### src/rtl/dpi_flow_ctx_feeder_if.sv
// Bundle of the packet stream, context-clear, matcher and match-report
// signals around the DFA context feeder.
interface dpi_flow_ctx_feeder_if #(
    parameter int STATE_W = 11,
    parameter int FLOW_W  = 4,
    parameter int OFS_W   = 16
);
    // packet byte stream
    logic              pkt_vld;
    logic              pkt_rdy;
    logic [7:0]        pkt_data;
    logic              pkt_sop;
    logic              pkt_eop;
    logic [FLOW_W-1:0] pkt_flow;

    // context table maintenance
    logic              ctx_clr;
    logic [FLOW_W-1:0] ctx_clr_id;

    // DFA matcher side
    logic [7:0]         m_char;
    logic               m_char_vld;
    logic [STATE_W-1:0] m_state;
    logic               m_state_vld;
    logic [STATE_W-1:0] m_state_cur;
    logic               m_accept;

    // match events and framing errors
    logic              match_vld;
    logic [FLOW_W-1:0] match_flow;
    logic [OFS_W-1:0]  match_ofs;
    logic              proto_err;

    // environment side: packet source, table maintenance and matcher
    modport master (
        output pkt_vld, pkt_data, pkt_sop, pkt_eop, pkt_flow,
        output ctx_clr, ctx_clr_id,
        output m_state_cur, m_accept,
        input  pkt_rdy,
        input  m_char, m_char_vld, m_state, m_state_vld,
        input  match_vld, match_flow, match_ofs, proto_err
    );

    // feeder side
    modport slave (
        input  pkt_vld, pkt_data, pkt_sop, pkt_eop, pkt_flow,
        input  ctx_clr, ctx_clr_id,
        input  m_state_cur, m_accept,
        output pkt_rdy,
        output m_char, m_char_vld, m_state, m_state_vld,
        output match_vld, match_flow, match_ofs, proto_err
    );
endinterface

### src/rtl/dpi_flow_ctx_feeder.sv
// Per-flow context feeder for one DFA regex matcher. Restores the saved DFA
// state of a flow at packet start, streams the packet bytes into the matcher
// and saves the matcher state back at packet end, so patterns spanning
// packets of the same flow are still found.
module dpi_flow_ctx_feeder #(
    parameter int STATE_W = 11,
    parameter int FLOW_W  = 4,
    parameter int OFS_W   = 16
) (
    input logic                   clk,
    input logic                   rst,
    dpi_flow_ctx_feeder_if.slave  bus
);
    localparam int DEPTH = 1 << FLOW_W;

    localparam logic [1:0] IDLE   = 2'd0;
    localparam logic [1:0] LOAD   = 2'd1;
    localparam logic [1:0] STREAM = 2'd2;
    localparam logic [1:0] SAVE   = 2'd3;

    logic [1:0]         state;
    logic [FLOW_W-1:0]  cur_flow;
    logic [OFS_W-1:0]   ofs;
    logic               kill;
    logic [STATE_W-1:0] ctx_tbl [DEPTH];

    logic rdy;
    logic accept;
    logic sop_break;

    // Handshake: IDLE swallows stray non-sop bytes, STREAM takes everything
    // except a new sop that shows up before the current packet ended.
    always_comb begin
        sop_break = (state == STREAM) && bus.pkt_vld && bus.pkt_sop && (ofs != '0);
        rdy       = 1'b0;
        case (state)
            IDLE:    rdy = bus.pkt_vld && !bus.pkt_sop;
            STREAM:  rdy = !sop_break;
            default: rdy = 1'b0;
        endcase
        accept = (state == STREAM) && bus.pkt_vld && rdy;
    end

    assign bus.pkt_rdy     = rdy;
    assign bus.m_char_vld  = accept;
    assign bus.m_char      = accept ? bus.pkt_data : 8'h00;
    // LOAD and STREAM are exclusive states, so the two matcher strobes never overlap
    assign bus.m_state_vld = (state == LOAD);
    assign bus.m_state     = (state == LOAD) ? ctx_tbl[cur_flow] : '0;

    // Packet FSM, byte offset, kill flag and registered event outputs
    always_ff @(posedge clk or posedge rst) begin
        if (rst) begin
            state          <= IDLE;
            cur_flow       <= '0;
            ofs            <= '0;
            kill           <= 1'b0;
            bus.match_vld  <= 1'b0;
            bus.match_flow <= '0;
            bus.match_ofs  <= '0;
            bus.proto_err  <= 1'b0;
        end else begin
            bus.match_vld <= 1'b0;
            bus.proto_err <= 1'b0;
            // a clear of the active flow must also discard the in-flight context
            if (bus.ctx_clr && (state != IDLE) && (bus.ctx_clr_id == cur_flow))
                kill <= 1'b1;
            case (state)
                IDLE: begin
                    if (bus.pkt_vld) begin
                        if (bus.pkt_sop) begin
                            cur_flow <= bus.pkt_flow;
                            kill     <= 1'b0;
                            state    <= LOAD;
                        end else begin
                            bus.proto_err <= 1'b1;
                        end
                    end
                end
                LOAD: state <= STREAM;
                STREAM: begin
                    if (accept) begin
                        if (ofs != '1)
                            ofs <= ofs + OFS_W'(1);
                        if (bus.m_accept) begin
                            bus.match_vld  <= 1'b1;
                            bus.match_flow <= cur_flow;
                            bus.match_ofs  <= ofs;
                        end
                        if (bus.pkt_eop)
                            state <= SAVE;
                    end else if (sop_break) begin
                        // missing eop: close this packet, the held sop restarts from IDLE
                        bus.proto_err <= 1'b1;
                        state         <= SAVE;
                    end
                end
                default: begin
                    ofs   <= '0;
                    state <= IDLE;
                end
            endcase
        end
    end

    // Context table: SAVE writes the matcher state back, ctx_clr overrides it
    always_ff @(posedge clk or posedge rst) begin
        if (rst) begin
            for (int i = 0; i < DEPTH; i++)
                ctx_tbl[i] <= '0;
        end else begin
            if (state == SAVE)
                ctx_tbl[cur_flow] <= kill ? '0 : bus.m_state_cur;
            if (bus.ctx_clr)
                ctx_tbl[bus.ctx_clr_id] <= '0;
        end
    end
endmodule

### src/flat_wrapper.sv
// flat-port wrapper written by rule: the top's interface ports become plain ports
module dpi_flow_ctx_feeder_flat 
#(
    parameter int STATE_W = 11,
    parameter int FLOW_W  = 4,
    parameter int OFS_W   = 16
)
  (clk, rst, bus_pkt_vld, bus_pkt_data, bus_pkt_sop, bus_pkt_eop, bus_pkt_flow, bus_ctx_clr, bus_ctx_clr_id, bus_m_state_cur, bus_m_accept, bus_pkt_rdy, bus_m_char, bus_m_char_vld, bus_m_state, bus_m_state_vld, bus_match_vld, bus_match_flow, bus_match_ofs, bus_proto_err);
  dpi_flow_ctx_feeder_if #(.STATE_W(STATE_W), .FLOW_W(FLOW_W), .OFS_W(OFS_W)) bus_i ();
  input logic clk;
  input logic rst;
  input wire logic [$bits(bus_i.pkt_vld)-1:0] bus_pkt_vld;
  input wire logic [$bits(bus_i.pkt_data)-1:0] bus_pkt_data;
  input wire logic [$bits(bus_i.pkt_sop)-1:0] bus_pkt_sop;
  input wire logic [$bits(bus_i.pkt_eop)-1:0] bus_pkt_eop;
  input wire logic [$bits(bus_i.pkt_flow)-1:0] bus_pkt_flow;
  input wire logic [$bits(bus_i.ctx_clr)-1:0] bus_ctx_clr;
  input wire logic [$bits(bus_i.ctx_clr_id)-1:0] bus_ctx_clr_id;
  input wire logic [$bits(bus_i.m_state_cur)-1:0] bus_m_state_cur;
  input wire logic [$bits(bus_i.m_accept)-1:0] bus_m_accept;
  output wire logic [$bits(bus_i.pkt_rdy)-1:0] bus_pkt_rdy;
  output wire logic [$bits(bus_i.m_char)-1:0] bus_m_char;
  output wire logic [$bits(bus_i.m_char_vld)-1:0] bus_m_char_vld;
  output wire logic [$bits(bus_i.m_state)-1:0] bus_m_state;
  output wire logic [$bits(bus_i.m_state_vld)-1:0] bus_m_state_vld;
  output wire logic [$bits(bus_i.match_vld)-1:0] bus_match_vld;
  output wire logic [$bits(bus_i.match_flow)-1:0] bus_match_flow;
  output wire logic [$bits(bus_i.match_ofs)-1:0] bus_match_ofs;
  output wire logic [$bits(bus_i.proto_err)-1:0] bus_proto_err;
  assign bus_i.pkt_vld = bus_pkt_vld;
  assign bus_i.pkt_data = bus_pkt_data;
  assign bus_i.pkt_sop = bus_pkt_sop;
  assign bus_i.pkt_eop = bus_pkt_eop;
  assign bus_i.pkt_flow = bus_pkt_flow;
  assign bus_i.ctx_clr = bus_ctx_clr;
  assign bus_i.ctx_clr_id = bus_ctx_clr_id;
  assign bus_i.m_state_cur = bus_m_state_cur;
  assign bus_i.m_accept = bus_m_accept;
  assign bus_pkt_rdy = bus_i.pkt_rdy;
  assign bus_m_char = bus_i.m_char;
  assign bus_m_char_vld = bus_i.m_char_vld;
  assign bus_m_state = bus_i.m_state;
  assign bus_m_state_vld = bus_i.m_state_vld;
  assign bus_match_vld = bus_i.match_vld;
  assign bus_match_flow = bus_i.match_flow;
  assign bus_match_ofs = bus_i.match_ofs;
  assign bus_proto_err = bus_i.proto_err;
  dpi_flow_ctx_feeder #(.STATE_W(STATE_W), .FLOW_W(FLOW_W), .OFS_W(OFS_W)) u_core (.clk(clk), .rst(rst), .bus(bus_i));
endmodule
### config.mk
export PLATFORM = sky130hd
export DESIGN_NAME = dpi_flow_ctx_feeder_flat
export DESIGN_NICKNAME = d
export VERILOG_FILES = /design/src/rtl/dpi_flow_ctx_feeder_if.sv /design/src/rtl/dpi_flow_ctx_feeder.sv /design/src/flat_wrapper.sv
export SDC_FILE = /design/constraint.sdc
export NUM_CORES = 1
export LEC_CHECK = 0
export ABC_AREA = 1
export BUFFER_PORTS_ARGS = -buffer_cell sky130_fd_sc_hd__buf_4
export CAP_MARGIN = 20
export CORE_MARGIN = 1.5
export CORE_UTILIZATION = 35
export CTS_CLUSTER_DIAMETER = 60
export DETAILED_ROUTE_END_ITERATION = 10
export MAX_ROUTING_LAYER = met4
export SYNTH_ARGS = -nofsm -noshare
export SYNTH_HDL_FRONTEND = slang
export SYNTH_SLANG_ARGS = --single-unit
### constraint.sdc
create_clock -name clk -period 13.28 [get_ports clk]
set_clock_uncertainty 0.1 [all_clocks]
set_input_delay 0.664 -clock clk [delete_from_list [all_inputs] [get_ports clk]]
set_output_delay 0.664 -clock clk [all_outputs]
set_load 0.1 [all_outputs]
* Yosys cells after proc, flatten, opt, wreduce, memory -nomap -nowiden *
Cells that the tools add are included.

storage, ports and cells
  register bits = 221
  logic and storage cells = 99
  output and inout port bits = 44
  input port bits = 34

cells by class
  eq/ne operators = 11
  add/sub/neg operators = 1
  magnitude comparators = 4
  reduce and logical (&&, ||, !) cells = 19
  bitwise operators = 5
  muxes and demuxes = 35

operators with widths
  kind                     count
  $mux W176                2
  $and A176 B176 Y176      1
  $bwmux W176              1
  $not A176 Y176           1
  $demux W11 S4            2
  $mux W11                 6
  $bmux W11 S4             1
  $mux W16                 2
  $pmux W16 S2             1
  $add A16 B1 Y16 const B  1
  $ne A16 B16 Y1 const B   1
  $reduce_bool A16 Y1      1
  $mux W1                  11
  $ge A5 B5 Y1 const B     2
  $lt A5 B1 Y1 const B     2
  $mux W2                  5
  $not A4 Y5               2
  $logic_and A1 B1 Y1      9
  $reduce_and A3 Y1        3
  $mux W8                  1
  $ne A2 B2 Y1 const B     3
  $pmux W2 S3              1
  $eq A2 B2 Y1 const B     2
  $eq A4 B4 Y1             1
  other kinds (11)         13

* Depth between registers and ports, before layout *
  depth in word-level cells = 9
  gate-level depth with buffers = 13

* Worst setup path before layout *
Ideal clock, no wire load.

  path kind = reg-to-output
  from = register u_core.state[1]
  to = output port bus_m_state[0]
  data required time = 12.516 ns
  arrival time = 2.942 ns
  slack = 9.574 ns
  cell stages (with the launch flop) = 6
  cell sequence = dfrtp_1 inv_1 ha_1 inv_1 clkbuf_1 nor2_1

between the ends
  cells in the longest elaborated chain, start to end = 2

ends and longest elaborated chain
  item                       line                       text
  from (decl)                dpi_flow_ctx_feeder.sv:21  logic [1:0] state;
  from (signal assigned)     dpi_flow_ctx_feeder.sv:54  state <= IDLE;
  from (signal assigned)     dpi_flow_ctx_feeder.sv:74  state <= LOAD;
  from (signal assigned)     dpi_flow_ctx_feeder.sv:80  LOAD: state <= STREAM;
  $eq A2 B1 Y1               --
  named net bus_m_state_vld  flat_wrapper.sv:25         output wire logic [$bits(bus_i.m_state_vld)-1:0] bus_m_state_vld;
  $mux W11                   dpi_flow_ctx_feeder.sv:49  assign bus.m_state = (state == LOAD) ? ctx_tbl[cur_flow] : '0;
  to (decl)                  flat_wrapper.sv:24         output wire logic [$bits(bus_i.m_state)-1:0] bus_m_state;

The timed path passes the listed nets, and every way through them passes these cells.

* Worst setup path after layout *
  from = register u_core.cur_flow[0]
  to = output port bus_m_state[3]

between the ends
  cells in the longest elaborated chain, start to end = 5

ends and longest elaborated chain
  item                                         line                       text
  from (decl)                                  dpi_flow_ctx_feeder.sv:22  logic [FLOW_W-1:0] cur_flow;
  from (signal assigned)                       dpi_flow_ctx_feeder.sv:72  cur_flow <= bus.pkt_flow;
  $not A4 Y5 (not written as such)             dpi_flow_ctx_feeder.sv:49
  $bmux W11 S4                                 dpi_flow_ctx_feeder.sv:49
  $mux W11 (not written as such) (2 in a row)  dpi_flow_ctx_feeder.sv:49
  $mux W11                                     dpi_flow_ctx_feeder.sv:49

No other way between the ends. The select of a mux whose other input is x is not followed.

==> qor.yml <==
status: "completed"
post-dp-hpwl_mm: 22.1
syn2layout_area_growth_pct: 14.0
gp_congestion: 0.903
async_flop_share_pct: 100
synth_edf_count: 0
nets: 1478
slowest_stage: "nor2_4"
synthTopCellsByCount: "nor2_1, dfrtp_1, nand2_1"
grt_pass1_wl_mm: 53.8
synth_area_um2: 11100
layout-drive-gt1-share_pct: 11.7
worst_pin_slew_ps: 1140
crit_fanout: 45
num_antenna_cells: 0
utilization_pct: 40.4
ios: 78
holdWs_ps: 186
cts_max_path_buffers: 3
start_util_pct: 35.4
dr_wl_met2_mm: 15.7
required_ps: 12520
synth.top_cell.area_share_pct: 49.7
fp.dieArea_um2: 32800
yosys.area.top_type: "dfrtp_1"
vias_per_cell: 5.33
postSynthNetCount: 1453
ys_types: 31
grt_remaining_overflow: 0
post_cts_buffers: 0
worstSkewPairLatency_ps: 510
place_area_um2: 11900
design_area_um2: 12700
first_iter_violations: 967
numPortBuffers: 77
critPathKind: "reg -> out"
vias: 9896
setup-violations-final: 0
ant_nets: 0
max_cap_violations: 0
highest_layer: "met4"
worst_setup_path_end_kind: "primary output"
final.min_clock_period_ps: 3930
cp-start-kind: "flop"
synth.area.top_cells: "dfrtp_1, nor2_1, nor3_1"
path_cells: "inv_1 > nor2_4 > a22oi_1 > nand2_1 > nand2_1 > nand3_1 > nor2_1 > nor2_1 > buf_4"
core_area_um2: 31400
power.total_mw: 2.87
slew_headroom_pct: 23.7
peakVddDrop_uv: 127
wire_per_inst_um: 18.6
path_clk_slew_ps: 60
rows: 65
die_x_um: 181
dr.pass1.iters: 5
drv_slew: 0
power_density_nw_per_um2: 227
p_leak_nw: 5.91
wl_met1_mm: 15.1
hold_path.class: "in -> async"
wirelength_mm: 34.5
cts_resized: 0
tritoncts: "yes"
antenna_found_initial: 0
grt_usage_pct: 21.5
chipHeight_um: 181
slowest_delay_ps: 880
hold_viol: 0
yosysWarnings: 0
rsz0062_at_grt: "no"
dr_wl_met3_mm: 2.52
synth_seq_cells: 221
postCtsHoldBufs: 0
yosysMostFrequentCell: "nor2_1"
max_freq_mhz: 255
seq_area_frac_synth_pct: 49.7
synth_ff_type: "dfrtp_1"
fin_tns_setup_ps: 0
cts_root_buf: "clkbuf_16"
cts_max_level: 1
postSynthCellCount: 1413
crit_arrival_ps: 3160
drcViolationCount: 0
finalCritPeriodShare_pct: 29.6
cts_buffers: 25
cts_sinks: 221
syn_area_per_cell_um2: 7.87
grt_pass1_vias: 9400
grt_max_degree: 142
fillers: 3218
registers in the layout, indices dropped and copies added, names as in the netlist:
name                   count
u_core.ctx_tbl           176
u_core.kill                1
u_core.state               2
u_core.ofs                16
u_core.bus.proto_err       1
u_core.cur_flow            4
u_core.bus.match_flow      4
u_core.bus.match_vld       1
u_core.bus.match_ofs      16
final cells by class:
type / count / area [um2] / area share (%)
Multi-Input combinational cell: 1006 / 4800 / 37.9
Timing Repair Buffer: 92 / 711 / 5.61
Clock inverter: 8 / 52.6 / 0.415
Tap cell: 402 / 503 / 3.97
Inverter: 92 / 353 / 2.79
Sequential cell: 221 / 5530 / 43.7
Clock buffer: 36 / 717 / 5.66
power breakdown:
group / internal (mW) / switching [mW]
Combinational: 0.334 / 0.809
Clock: 0.375 / 0.283
Sequential: 0.913 / 0.158
Total: 1.62 / 1.25
cell families after synthesis:
logic type / after synthesis / synth area share [%]
AO/OA/AOI/OAI: 167 / 9.76
flip-flops: 221 / 49.7
buffers and inverters: 186 / 7.06
adder cells (fa/ha/maj): 6 / 0.675
AND/OR/NAND/NOR: 820 / 31.7
XOR/XNOR: 13 / 1.02
routing by layer:
metal / GRT usage [%] / vias up
li1: - / 4663
met3: 3.20 / 74
met2: 32.6 / 403
met4: 7.10 / 0
met1: 29.4 / 4756
met5: - / -
path summary, 6_finish.rpt:
check	cells after the start	startpoint	slack [ps]	to
min in group clk	3	bus_pkt_flow[2]	270	u_core.cur_flow[2]$_DFFE_PP0P_
min reg2reg	2	u_core.bus.match_ofs[12]$_DFFE_PP0P_	380	u_core.bus.match_ofs[12]$_DFFE_PP0P_
max	9	u_core.cur_flow[0]$_DFFE_PP0P_	9350	bus_m_state[3]
min	2	rst	190	u_core.ctx_tbl[55]$_DFF_PP0_
max in group asynchronous	4	rst	11660	u_core.state[1]$_DFFE_PP0P_
max reg2reg	6	u_core.cur_flow[0]$_DFFE_PP0P_	9860	u_core.ctx_tbl[129]$_DFF_PP0_
through the flow:
stage          instances  setup slack [ps]
3_5_place_dp        1811              9910
4_1_cts             1855              9370
5_1_grt             1857              9140
3_3_place_gp        1811              9940
6_report            1857              9350
2_1_floorplan       1413              6470
worst max-delay path, delay by kind of cell, from the launching register on:
| kind | cells | cell delay, ps |
|---|---|---|
| buffers and inverters | 2 | 480 |
| DFF | 1 | 550 |
| and+or+nand+nor | 6 | 1470 |
| AOI/OAI and AO/OA | 1 | 140 |
cell usage in the layout, fill, tap and decap left out, drive strengths merged:
| cell | n |
|---|---|
| xor2 | 12 |
| nand4 | 2 |
| nor3 | 157 |
| clkbuf | 36 |
| a21oi | 36 |
| xnor2 | 1 |
| nor4 | 1 |
| nand2 | 175 |
| nor3b | 2 |
| a22oi | 88 |
| nor2 | 425 |
| nand3 | 58 |
| buf | 92 |
| o21ai | 20 |
| a31oi | 1 |
| dfrtp | 221 |
| clkinv | 6 |
| clkinvlp | 1 |
| o22ai | 22 |
| inv | 93 |
| ha | 6 |
(Power assumes the default switching activity.)
